[src/rtl/bin_2_bcd_seq.sv]
// Sequential binary-to-BCD converter (double-dabble, one bit per clock).
// start/busy/done handshake with a sticky overflow for values >= 10^DIGITS.
module bin_2_bcd_seq #(
  parameter int unsigned BIN_WIDTH = 12,
  parameter int unsigned DIGITS    = 4
) (
  input  logic                  clk,
  input  logic                  rst,
  input  logic                  start,
  input  logic [BIN_WIDTH-1:0]  bin,
  output logic                  busy,
  output logic                  done,
  output logic [4*DIGITS-1:0]   bcd,
  output logic                  overflow
);

  localparam int unsigned BCD_W   = 4 * DIGITS;
  localparam int unsigned CNT_RAW = $clog2(BIN_WIDTH + 1);
  localparam int unsigned CNT_W   = (CNT_RAW < 1) ? 1 : CNT_RAW;

  typedef enum logic {
    S_IDLE  = 1'b0,
    S_SHIFT = 1'b1
  } state_t;

  state_t             r_state;
  state_t             w_state_next;

  logic [CNT_W-1:0]     r_cnt;
  logic [BIN_WIDTH-1:0] r_bin;
  logic [BCD_W-1:0]     r_scratch;
  logic                 r_sticky;
  logic                 r_busy;
  logic                 r_done;
  logic [BCD_W-1:0]     r_bcd;
  logic                 r_ovf;

  logic                 w_load;
  logic                 w_step;
  logic                 w_last;
  logic [BCD_W-1:0]     w_adj;
  logic [BCD_W-1:0]     w_scratch_shl;
  logic [BIN_WIDTH-1:0] w_bin_shl;
  logic                 w_carry;
  logic                 w_cnt_is_one;

  assign w_cnt_is_one = (r_cnt == CNT_W'(1));

  // State register
  always_ff @(posedge clk) begin
    if (rst) begin
      r_state <= S_IDLE;
    end else begin
      r_state <= w_state_next;
    end
  end

  // Next-state logic
  always_comb begin
    w_state_next = r_state;
    case (r_state)
      S_IDLE:  if (start)        w_state_next = S_SHIFT;
      S_SHIFT: if (w_cnt_is_one) w_state_next = S_IDLE;
      default:                   w_state_next = S_IDLE;
    endcase
  end

  // Control strobes decoded from the current state
  always_comb begin
    w_load = 1'b0;
    w_step = 1'b0;
    w_last = 1'b0;
    case (r_state)
      S_IDLE:  w_load = start;
      S_SHIFT: begin
        w_step = 1'b1;
        w_last = w_cnt_is_one;
      end
      default: ;
    endcase
  end

  // Add-3 correction, all digits judged on their pre-correction value
  always_comb begin
    w_adj = r_scratch;
    for (int k = 0; k < int'(DIGITS); k++) begin
      if (r_scratch[4*k +: 4] >= 4'd5) begin
        w_adj[4*k +: 4] = r_scratch[4*k +: 4] + 4'd3;
      end
    end
  end

  assign w_carry       = w_adj[BCD_W-1];
  assign w_scratch_shl = {w_adj[BCD_W-2:0], r_bin[BIN_WIDTH-1]};
  assign w_bin_shl     = r_bin << 1;

  // Datapath and registered outputs
  always_ff @(posedge clk) begin
    if (rst) begin
      r_cnt     <= '0;
      r_bin     <= '0;
      r_scratch <= '0;
      r_sticky  <= 1'b0;
      r_busy    <= 1'b0;
      r_done    <= 1'b0;
      r_bcd     <= '0;
      r_ovf     <= 1'b0;
    end else begin
      r_done <= w_last;
      if (w_load) begin
        r_bin     <= bin;
        r_scratch <= '0;
        r_sticky  <= 1'b0;
        r_cnt     <= CNT_W'(BIN_WIDTH);
        r_busy    <= 1'b1;
      end else if (w_step) begin
        r_bin     <= w_bin_shl;
        r_scratch <= w_scratch_shl;
        r_sticky  <= r_sticky | w_carry;
        r_cnt     <= r_cnt - CNT_W'(1);
        if (w_last) begin
          r_busy <= 1'b0;
          r_bcd  <= w_scratch_shl;
          r_ovf  <= r_sticky | w_carry;
        end
      end
    end
  end

  assign busy     = r_busy;
  assign done     = r_done;
  assign bcd      = r_bcd;
  assign overflow = r_ovf;

endmodule

[config.mk]
export PLATFORM = sky130hd
export DESIGN_NAME = bin_2_bcd_seq
export DESIGN_NICKNAME = d
export VERILOG_FILES = /design/src/rtl/bin_2_bcd_seq.sv
export SDC_FILE = /design/constraint.sdc
export NUM_CORES = 1
export LEC_CHECK = 0
export ABC_AREA = 1
export CAP_MARGIN = 40
export CELL_PAD_IN_SITES_DETAIL_PLACEMENT = 0
export CELL_PAD_IN_SITES_GLOBAL_PLACEMENT = 1
export CORE_MARGIN = 5
export CORE_UTILIZATION = 44
export CTS_BUF_LIST = sky130_fd_sc_hd__clkbuf_4
export DETAILED_ROUTE_END_ITERATION = 7
export PLACE_DENSITY_LB_ADDON = 0.1
export SETUP_SLACK_MARGIN = 0.15
export SLEW_MARGIN = 10
export SYNTH_ARGS = -nofsm -noshare
export SYNTH_HDL_FRONTEND = slang
export SYNTH_SLANG_ARGS = --single-unit
export TNS_END_PERCENT = 5
[constraint.sdc]
create_clock -name clk -period 2.7 [get_ports clk]
set_clock_uncertainty 0.15 [all_clocks]
set_input_delay 0.405 -clock clk [delete_from_list [all_inputs] [get_ports clk]]
set_output_delay 0.405 -clock clk [all_outputs]
set_load 0.02 [all_outputs]
Yosys cells after proc, flatten, opt, wreduce, memory -nomap -nowiden
Cells that the tools add are included.
{"block": "totals", "reg_bits": 53, "input_bits": 15, "out_inout_bits": 19, "elab_cells": 45}
{"block": "op_classes", "add_sub_neg": 5, "order_cmp": 4, "n_eq_ne": 1, "muxes": 17, "n_bitwise": 3, "n_reduce_logical": 5}
{"cell": "12-bit 2-to-1 mux", "n": 2}
{"cell": "4-bit 2-to-1 mux", "n": 6}
{"cell": "4-bit by 2-bit adder with 4-bit output (second input constant)", "n": 4}
{"cell": "4-bit by 3-bit >= comparator with 1-bit output (second input constant)", "n": 4}
{"cell": "1-bit 2-to-1 mux", "n": 8}
{"cell": "4-bit by 1-bit equality test with 1-bit output (second input constant)", "n": 1}
{"cell": "2-bit nonzero test", "n": 2}
{"cell": "4-bit by 1-bit subtractor with 4-bit output (second input constant)", "n": 1}
{"cell": "3-bit AND reduction", "n": 1}
{"cell": "1-bit NOT", "n": 2}
{"cell": "1-bit one-hot mux with 2 select lines", "n": 1}
{"cell": "2-bit AND reduction", "n": 1}
{"cell": "2-bit OR reduction", "n": 1}
{"cell": "1-bit bitwise OR", "n": 1}

Depth between registers and ports, before layout
Gate-level depths: netlist (run 1).
{"block": "logic_depth", "ltp_word": 5, "mapped_depth": 10, "depth_no_buf": 9}

Worst setup path before layout (run 1)
OpenSTA, ideal clock, no wires.
{"block": "synth_timing", "kind": "reg2reg", "start": "register r_cnt[1]", "end": "register r_bcd[15] (netlist: bcd[15])", "setup_time_ps": 59, "t_arrival_ps": 1160, "required_time_ps": 2491, "slack_ps": 1331, "stages_incl_launch_ff": 8, "n_path_buf": 1, "period_less_slack_ps": 1369, "path_cell_list": "dfxtp_1 -> inv_1 -> ha_1 -> nand4_4 -> nor2_4 -> buf_6 -> nand2_1 -> nand2_1"}
{"block": "synth_via", "elab_chain_len": 3}
{"element": "start: declaration", "line": "29", "text": "logic [CNT_W-1:0] r_cnt;"}
{"element": "start signal: assignment", "line": "114", "text": "r_cnt <= CNT_W'(BIN_WIDTH);"}
{"element": "start signal: assignment", "line": "120", "text": "r_cnt <= r_cnt - CNT_W'(1);"}
{"element": "4-bit by 1-bit equality test with 1-bit output", "line": "47", "text": "assign w_cnt_is_one = (r_cnt == CNT_W'(1));"}
{"element": "1-bit 2-to-1 mux", "line": "73", "text": "case (r_state)"}
{"element": "3-bit AND reduction (no line)"}
{"element": "end signal: assignment", "line": "123", "text": "r_bcd <= w_scratch_shl;"}
{"element": "end: declaration", "line": "35", "text": "logic [BCD_W-1:0] r_bcd;"}
No other way between the ends.
A chain may end at the register's enable or synchronous reset.

Worst setup path after layout (run 1)
{"block": "layout_timing", "start": "register r_state", "end": "register r_bcd[7] (netlist: bcd[7])"}
{"block": "layout_via", "elab_chain_len": 3, "word_cells_on_any_way": 5, "cone_classes": "mux (3); bitwise (1); reduce/logical (1)"}
{"element": "start: declaration", "line": "26", "text": "state_t r_state;"}
{"element": "start signal: assignment", "line": "54", "text": "r_state <= w_state_next;"}
{"element": "1-bit 2-to-1 mux", "line": "73"}
{"element": "1-bit NOT (no line)"}
{"element": "3-bit AND reduction (no line) *"}
Every way passes the cells marked *; elsewhere a longest branch is shown, timed or not.

==> results.yml, run 1 <==
clocking:
  cts.clk_slew.worst_paths_ns: 0.16
  cts-buffers-inserted: 5
  ctsRootBufferMaster: "clkbuf_4"
  cts_tree: "done"
  cts_setup_buffers: 0
  clock_path_buffers: 2
  cts.sinks: 53
  cts_resized: 0
  htree_levels: 2
  worstSkewPairLatency_ns: 0.38
  hold_buffers: 0
placement:
  gp_congestion: 0.8327
  numPortBuffers: 33
  dp_hpwl_um: 4114
  dpl.cell_count: 475
worst_setup_path:
  cp_max_fo: 19
  endpoint_kind: "flip-flop"
  startpoint_type: "flip-flop"
  r2r_slack_ns: 0.64
  worstSetupPathType: "flip-flop to flip-flop"
  required_ns: 2.88
  r2r-start: "r_state$_SDFF_PP0_"
  cp-startpoint: "r_state$_SDFF_PP0_"
  cp_data_arrival_time_ns: 2.24
synthesis:
  synth_cells: 377
  synth_top_cell_area_share_pct: 40.50
  synth.most_common_cell: "nand2_1"
  synthArstFlopShare_pct: 0
  synth_nets: 402
  synthDistinctLibCells: 24
  seq_area_frac_synth_pct: 40.50
  synth-edff-count: 0
  netlist_area_um2: 2620
  synth_flop_cell: "dfxtp_1"
  yosys.area.top_type: "dfxtp_1"
  yosys-top-cells-area: "dfxtp_1 40%, nand2_1 18%, nand3_1 9.6%"
  syn_area_per_cell_um2: 6.950
  synth_warnings: 0
  ys_ff_latch: 53
  synth_commonest_cells: "127 x nand2_1, 53 x dfxtp_1, 50 x nand3_1, 49 x inv_1, 18 x nor2_1"
timing:
  drv_slew: 0
  min_period_over_period_pct: 76.34
  tightest_slew_ns: 0.5562
  relSlewSlack_pct: 62.87
  final-hold-violation-count: 0
  setup_tns_ns: 0
  max_freq_mhz: 485.2
  final-setup-viol-count: 0
  period_minus_slack_ns: 2.061
  rsz0062_at_grt: "no"
floorplan:
  die_width_um: 87.17
  die_area_um2: 7598
  start_util_pct: 44.78
  pin_count: 34
  num_rows: 28
  core_area_um2: 5851
  dieHeight_um: 87.17
power_and_ir_drop:
  p_leak_nw: 1.510
  power_density_nw_per_um2: 475.3
  peakVddDrop_v: 0.0002129
final_layout:
  final_cells: 483
  layout-drive-gt1-share_pct: 7.108
  area_delta_synth_final_pct: 16.19
  nNetsFinal: 432
  antennaDiodeCount: 0
hold_path:
  hp-class: "flip-flop to flip-flop"
  worstHoldStart: "bcd[11]$_SDFFE_PP0P_"
detailed_routing:
  drt-wirelength-per-cell_um: 12.07
  drt_iter0_drc: 79
  viasPerCell: 4.911
  drc: 0
  drtPass1Iterations: 4
  postRouteAntennaNets: 0
  via_count: 2372
  routed_wl_um: 5829
grt:
  grt_max_degree: 30
  antenna_found_initial: 0
  grtUsageTotal_pct: 16.46
  grt_pass1_wl_um: 10070
  grt_pass1_vias: 2266
  gr-total-overflow: 0
outcome:
  status: "finished, final reports clean"
run:
  cap_violations: 0
==> registers in the layout (all words and copies together), names as in the netlist, 4 cells and up <==
name,count
r_bin,12
r_scratch,16
bcd,16
r_cnt,4
==> power breakdown <==
group	internal, mW	switching, mW
Sequential	0.817	0.0266
Clock	0.104	0.266
Combinational	0.0889	0.145
==> final cells by class <==
cell class                 count  area, µm²
fill                         593       2806
multi-input combinational    256       1266
timing repair buffer          36      352.8
sequential                    53       1061
clock inverter                 3      21.27
inverter                      55      211.5
clock buffer                   5      37.54
tap                           75      93.84
==> routing by layer <==
metal	global-route usage (%)	vias to the layer above	wire (µm)	share of wire, %
li1	-	1247	-	-
met1	22.27	1074	2913	50
met2	26.92	43	2628	45
met3	2.554	8	212	3.6
met4	5.160	0	74	1.3
met5	0	-	0	0
==> logic make-up (layout without fill, tap and decap cells) <==
logic type | count (synthesis) | after routing | synth area share [%]
AND/OR/NAND/NOR | 210 | 210 | 35.24
buffers and inverters | 68 | 99 | 11.17
adder cells (fa/ha/maj) | 10 | 10 | 4.776
AO/OA/AOI/OAI | 36 | 36 | 8.310
flip-flops | 53 | 53 | 40.50
==> path summary, 6_finish.rpt <==
path	endpoint	depth (start not counted)
setup / recovery	bcd[7]$_SDFFE_PP0P_	4
hold / removal	bcd[11]$_SDFFE_PP0P_	2
setup reg to reg	bcd[7]$_SDFFE_PP0P_	4
hold reg to reg	bcd[11]$_SDFFE_PP0P_	2
==> layout by cell type (no fill, tap or decap), drive strengths merged <==
cell type	netlist	final
ha	10	10
nand4	9	9
o21a	1	1
nand3	50	50
nor3	3	3
a22oi	1	1
clkinv	0	1
clkinvlp	0	1
dfxtp	53	53
buf	9	3
nand2	128	128
nor2	20	20
o21ai	13	13
a21boi	1	1
inv	55	56
clkbuf	4	5
a21oi	20	20
clkdlybuf4s50	0	33
==> critical path, stage by stage (launching register included) <==
cell and delay [ns]:
dfxtp_1 0.70, nand4_4 0.42, nor2_4 0.51, nand3_1 0.14
nand2_1 0.08
==> through the flow <==
| step | cell area [µm²] | utilization [%] | total power, mW | hold WS [ns] | setup WS [ns] |
|---|---|---|---|---|---|
| 2_1_floorplan | 2620 | - | 1.026 | 0.2884 | 1.331 |
| 3_3_place_gp | 2985 | 51.03 | 1.095 | 0.3103 | 0.6751 |
| 3_5_place_dp | 2985 | 51.03 | 1.096 | 0.3112 | 0.6577 |
| 4_1_cts | 3044 | 52.03 | 1.468 | 0.3350 | 0.6526 |
| 5_1_grt | 3044 | 52.03 | 1.534 | 0.3498 | 0.3870 |
| 6_report | 3044 | 52.03 | 1.447 | 0.3335 | 0.6389 |
(Power assumes the default switching activity.)
==> run 2: changes to the inputs <==
CORE_UTILIZATION = 41   (was 44)
clock period = 1.92 ns   (was 2.7 ns; I/O delays follow)
==> results.yml, run 2 (synthesis results as in run 1) <==
outcome:
  status: "finished, final reports clean"
worst_setup_path:
  worstSetupPathType: "flip-flop to output pin"
  cp.depth: 1
  endpoint_kind: "output pin"
  crit_slowest_cell: "clkdlybuf4s50_1"
  crit_buf_inv: 1
  rr_worst_depth: 6
  r2r_slack_ns: 0.37
  required_ns: 1.48
  r2r-end: "bcd[3]$_SDFFE_PP0P_"
  cp_data_arrival_time_ns: 1.33
  cpPeakStageDelay_ns: 0.61
  cp_max_fo: 2
  crit_chain: "clkdlybuf4s50_1"
  r2r-start: "r_cnt[1]$_SDFFE_PP0P_"
  startpoint_type: "flip-flop"
  cp_top_family: "buffers and inverters"
floorplan:
  start_util_pct: 41.74
  die_width_um: 89.94
  num_rows: 29
  pin_count: 34
  core_area_um2: 6277
  die_area_um2: 8089
  dieHeight_um: 89.94
clocking:
  ctsRootBufferMaster: "clkbuf_4"
  cts-buffers-inserted: 5
  cts.clk_slew.worst_paths_ns: 0.14
  htree_levels: 2
  cts_tree: "done"
  cts.sinks: 53
  worstSkewPairLatency_ns: 0.35
  cts_setup_buffers: 0
  hold_buffers: 0
  clock_path_buffers: 2
grt:
  grtUsageTotal_pct: 14.44
  antenna_found_initial: 0
  grt_pass1_wl_um: 10020
  grt_max_degree: 30
  gr-total-overflow: 0
  grt_pass1_vias: 2210
run:
  cap_violations: 0
timing:
  final-setup-viol-count: 0
  period_minus_slack_ns: 1.764
  drv_slew: 0
  max_freq_mhz: 566.9
  relSlewSlack_pct: 69.56
  tightest_slew_ns: 0.4556
  final-hold-violation-count: 0
  hold_slack_ns: 0.3254
  rsz0062_at_grt: "yes"
  setup_tns_ns: 0
  min_period_over_period_pct: 91.88
hold_path:
  hold_depth: 3
  worstHoldStart: "bin[0]"
  hp-class: "input port to flip-flop"
  min_to: "r_bin[0]$_SDFFE_PP0P_"
power_and_ir_drop:
  peakVddDrop_v: 0.0002682
  power.total_mw: 1.989
  power_density_nw_per_um2: 642.1
  p_leak_nw: 1.565
detailed_routing:
  drtPass1Iterations: 4
  drt_iter0_drc: 77
  postRouteAntennaNets: 0
  routed_wl_um: 5516
  drt-wirelength-per-cell_um: 11.23
  drc: 0
  viasPerCell: 4.656
  via_count: 2286
final_layout:
  antennaDiodeCount: 0
  area_delta_synth_final_pct: 18.19
  layout-drive-gt1-share_pct: 7.971
  layout_common_cells: "127 x nand2_1, 53 x dfxtp_1, 50 x nand3_1"
  post-route-util_pct: 49.33
  finalInstanceArea_um2: 3097
  final_common_cell: "nand2_1"
  nNetsFinal: 438
placement:
  placed_area_um2: 3045
  dp_hpwl_um: 3883
  numPortBuffers: 33
  gp_congestion: 0.7657
==> run 2: timing repair <==
action | CTS | global route
endpoints found under the hold margin | 0 | 0
gates resized for setup | 1 | 1
endpoints found under the setup margin | 18 | 18
==> run 2: area by class of cell <==
class,count,area (µm²)
inverters,55,211.5
clock buffers,5,37.54
clock inverters,3,12.51
repair buffers,42,411.6
multi-input cells,256,1266
well taps,77,96.34
flip-flops and latches,53,1061
fillers,656,3181
==> run 2: worst max-delay path by stage <==
stage	to	start
6_report	bcd[4]	bcd[4]$_SDFFE_PP0P_
5_1_grt	bcd[1]	bcd[1]$_SDFFE_PP0P_
4_1_cts	overflow	overflow$_SDFFE_PP0P_
3_5_place_dp	bcd[3]$_SDFFE_PP0P_	rst
3_3_place_gp	bcd[3]$_SDFFE_PP0P_	rst
2_1_floorplan	bcd[15]$_SDFFE_PP0P_	r_cnt[1]$_SDFFE_PP0P_
==> run 2: through the flow <==
| step | worst slack (ns) | cells |
|---|---|---|
| after floorplan | 0.5515 | 377 |
| after global routing | 0.05878 | 491 |
| after global placement | 0.1046 | 483 |
| after CTS | 0.1195 | 491 |
| after detailed placement | 0.06345 | 483 |
| final | 0.1559 | 491 |
==> run 2: where the power goes <==
group | total [mW] | switching [mW] | internal (mW)
clock | 0.467 | 0.333 | 0.134
sequential | 1.18 | 0.0296 | 1.15
combinational | 0.344 | 0.207 | 0.137
total | 1.99 | 0.570 | 1.42
==> run 2: metal layers <==
metal | track usage, % | routed length [µm] | vias to the layer above
met4 | 3.350 | 53 | 0
met2 | 23.17 | 2418 | 27
met5 | 0 | 0 | -
li1 | - | - | 1261
met3 | 3.255 | 169 | 5
met1 | 19.74 | 2875 | 993
==> run 3: changes to the inputs <==
GPL_TIMING_DRIVEN = 0   (was unset)
clock period = 1.9 ns   (was 1.92 ns; I/O delays follow)
==> results.yml, run 3 (synthesis results as in run 1) <==
outcome:
  status: "finished, final reports clean"
placement:
  numPortBuffers: 33
  dpl.cell_count: 487
  placed_area_um2: 3047
  preCtsSetupSlack_ns: -0.04069
  dp_hpwl_um: 4378
  gp_congestion: 0.7982
worst_setup_path:
  worstSetupPathType: "flip-flop to output pin"
  cp_data_arrival_time_ns: 1.35
  crit_slowest_cell: "clkdlybuf4s50_1"
  cp_max_fo: 2
  r2r-start: "r_cnt[1]$_SDFFE_PP0P_"
  cpPeakStageDelay_ns: 0.61
  crit_chain: "clkdlybuf4s50_1"
  startpoint_type: "flip-flop"
  cp_top_family: "buffers and inverters"
  crit_buf_inv: 1
  r2r-end: "bcd[15]$_SDFFE_PP0P_"
  rr_worst_depth: 7
  endpoint_kind: "output pin"
  required_ns: 1.46
  cp.depth: 1
  r2r_slack_ns: 0.21
detailed_routing:
  drt-wirelength-per-cell_um: 12.17
  drc: 0
  drtPass1Iterations: 4
  viasPerCell: 4.808
  routed_wl_um: 6014
  via_count: 2375
  drt_iter0_drc: 96
  postRouteAntennaNets: 0
power_and_ir_drop:
  p_clk_share_pct: 28.8
  p_int_mw: 1.563
  switching_share_pct: 27.77
  power.total_mw: 2.164
  power_density_nw_per_um2: 693.6
  pwr-share-seq_pct: 55.0
  peakVddDrop_v: 0.0004798
  p_switching_mw: 0.6010
  pwr-share-comb_pct: 16.2
  p_leak_nw: 1.574
floorplan:
  core_area_um2: 6277
  die_width_um: 89.94
  start_util_pct: 41.74
  num_rows: 29
  die_area_um2: 8089
  pin_count: 34
  dieHeight_um: 89.94
final_layout:
  multiInputGateArea_um2: 1266
  layout_common_cells: "127 x nand2_1, 53 x dfxtp_1, 50 x nand3_1"
  final_cells: 494
  final_common_cell: "nand2_1"
  layout-drive-gt1-share_pct: 8.153
  fill_cells: 656
  antennaDiodeCount: 0
  seqCellArea_um2: 1061
  post-route-util_pct: 49.71
  nNetsFinal: 442
  finalInstanceArea_um2: 3120
  area_delta_synth_final_pct: 19.10
run:
  cap_violations: 0
grt:
  grt_pass1_wl_um: 10290
  grt_max_degree: 16
  gr-total-overflow: 0
  grtUsageTotal_pct: 15.22
  grt_pass1_vias: 2227
  antenna_found_initial: 0
timing:
  setup_ws_ns: 0.1162
  relSlewSlack_pct: 60.64
  final-setup-viol-count: 0
  rsz0062_at_grt: "yes"
  drv_slew: 0
  final-hold-violation-count: 0
  min_period_over_period_pct: 93.89
  tightest_slew_ns: 0.5904
  period_minus_slack_ns: 1.784
  max_freq_mhz: 560.6
hold_path:
  hold_depth: 3
  hp-class: "input port to flip-flop"
  worstHoldStart: "bin[0]"
  min_to: "r_bin[0]$_SDFFE_PP0P_"
clocking:
  worstSkewPairLatency_ns: 0.37
  cts_setup_buffers: 0
  clock_path_buffers: 2
  cts.sinks: 53
  cts-buffers-inserted: 5
  htree_levels: 2
  cts_tree: "done"
  ctsRootBufferMaster: "clkbuf_4"
  cts.clk_slew.worst_paths_ns: 0.16
-- run 3: changes by cell type in the layout (fill, tap and decap cells not counted) --
cell       change
buf_6          +3
bufinv_16      +1
clkinv_1       -2
buf_4          -7
clkbuf_1       +4
buf_12         -1
buf_2          +5
-- run 3: worst min-delay path, delay by kind of cell --
kind | cells | cell delay, ns
AO/OA/AOI/OAI | 1 | 0.05
buffers and inverters | 1 | 0.40
AND/OR/NAND/NOR | 1 | 0.07
-- run 3: worst max-delay path by stage --
stage / end / from
global placement: r_bin[3]$_SDFFE_PP0P_ / rst
CTS: bcd[8] / bcd[8]$_SDFFE_PP0P_
finish: bcd[8] / bcd[8]$_SDFFE_PP0P_
global route: bcd[7] / bcd[7]$_SDFFE_PP0P_
detailed placement: bcd[12]$_SDFFE_PP0P_ / rst
floorplan: bcd[15]$_SDFFE_PP0P_ / r_cnt[1]$_SDFFE_PP0P_
-- run 3: through the flow --
stage / TNS [ns] / hold WS [ns]
finish: 0 / 0.3143
CTS: 0 / 0.3090
global route: 0 / 0.2958
detailed placement: -0.5600 / 0.3101
global placement: -0.3154 / 0.3087
floorplan: 0 / 0.2041
-- run 3: cell type report --
type	instances	area share (%)
Sequential cell	53	34.00
Clock buffer	5	1.203
Multi-Input combinational cell	256	40.58
Tap cell	77	3.087
Timing Repair Buffer	33	10.63
Clock inverter	2	1.123
Buffer	13	2.606
Inverter	55	6.776
-- run 3: timing repair --
action                                  4_1_cts  5_1_grt
hold buffers                                  0        0
gates resized for setup                       1        1
hold endpoints to repair                      0        0
endpoints found under the setup margin       19       27
-- run 3: layer usage --
metal  wire length (µm)  track usage [%]
met3                221            3.339
met1               2930            19.94
met4                 97            4.839
met5                  0                0
met2               2764            24.88
-- run 3: power groups by stage --
stage | registers [mW] | clock network [mW] | logic, mW
detailed placement | 1.21 | 0 | 0.355
finish | 1.19 | 0.623 | 0.351
floorplan | 1.21 | 0 | 0.247
CTS | 1.19 | 0.656 | 0.356
global route | 1.20 | 0.703 | 0.402
global placement | 1.21 | 0 | 0.352
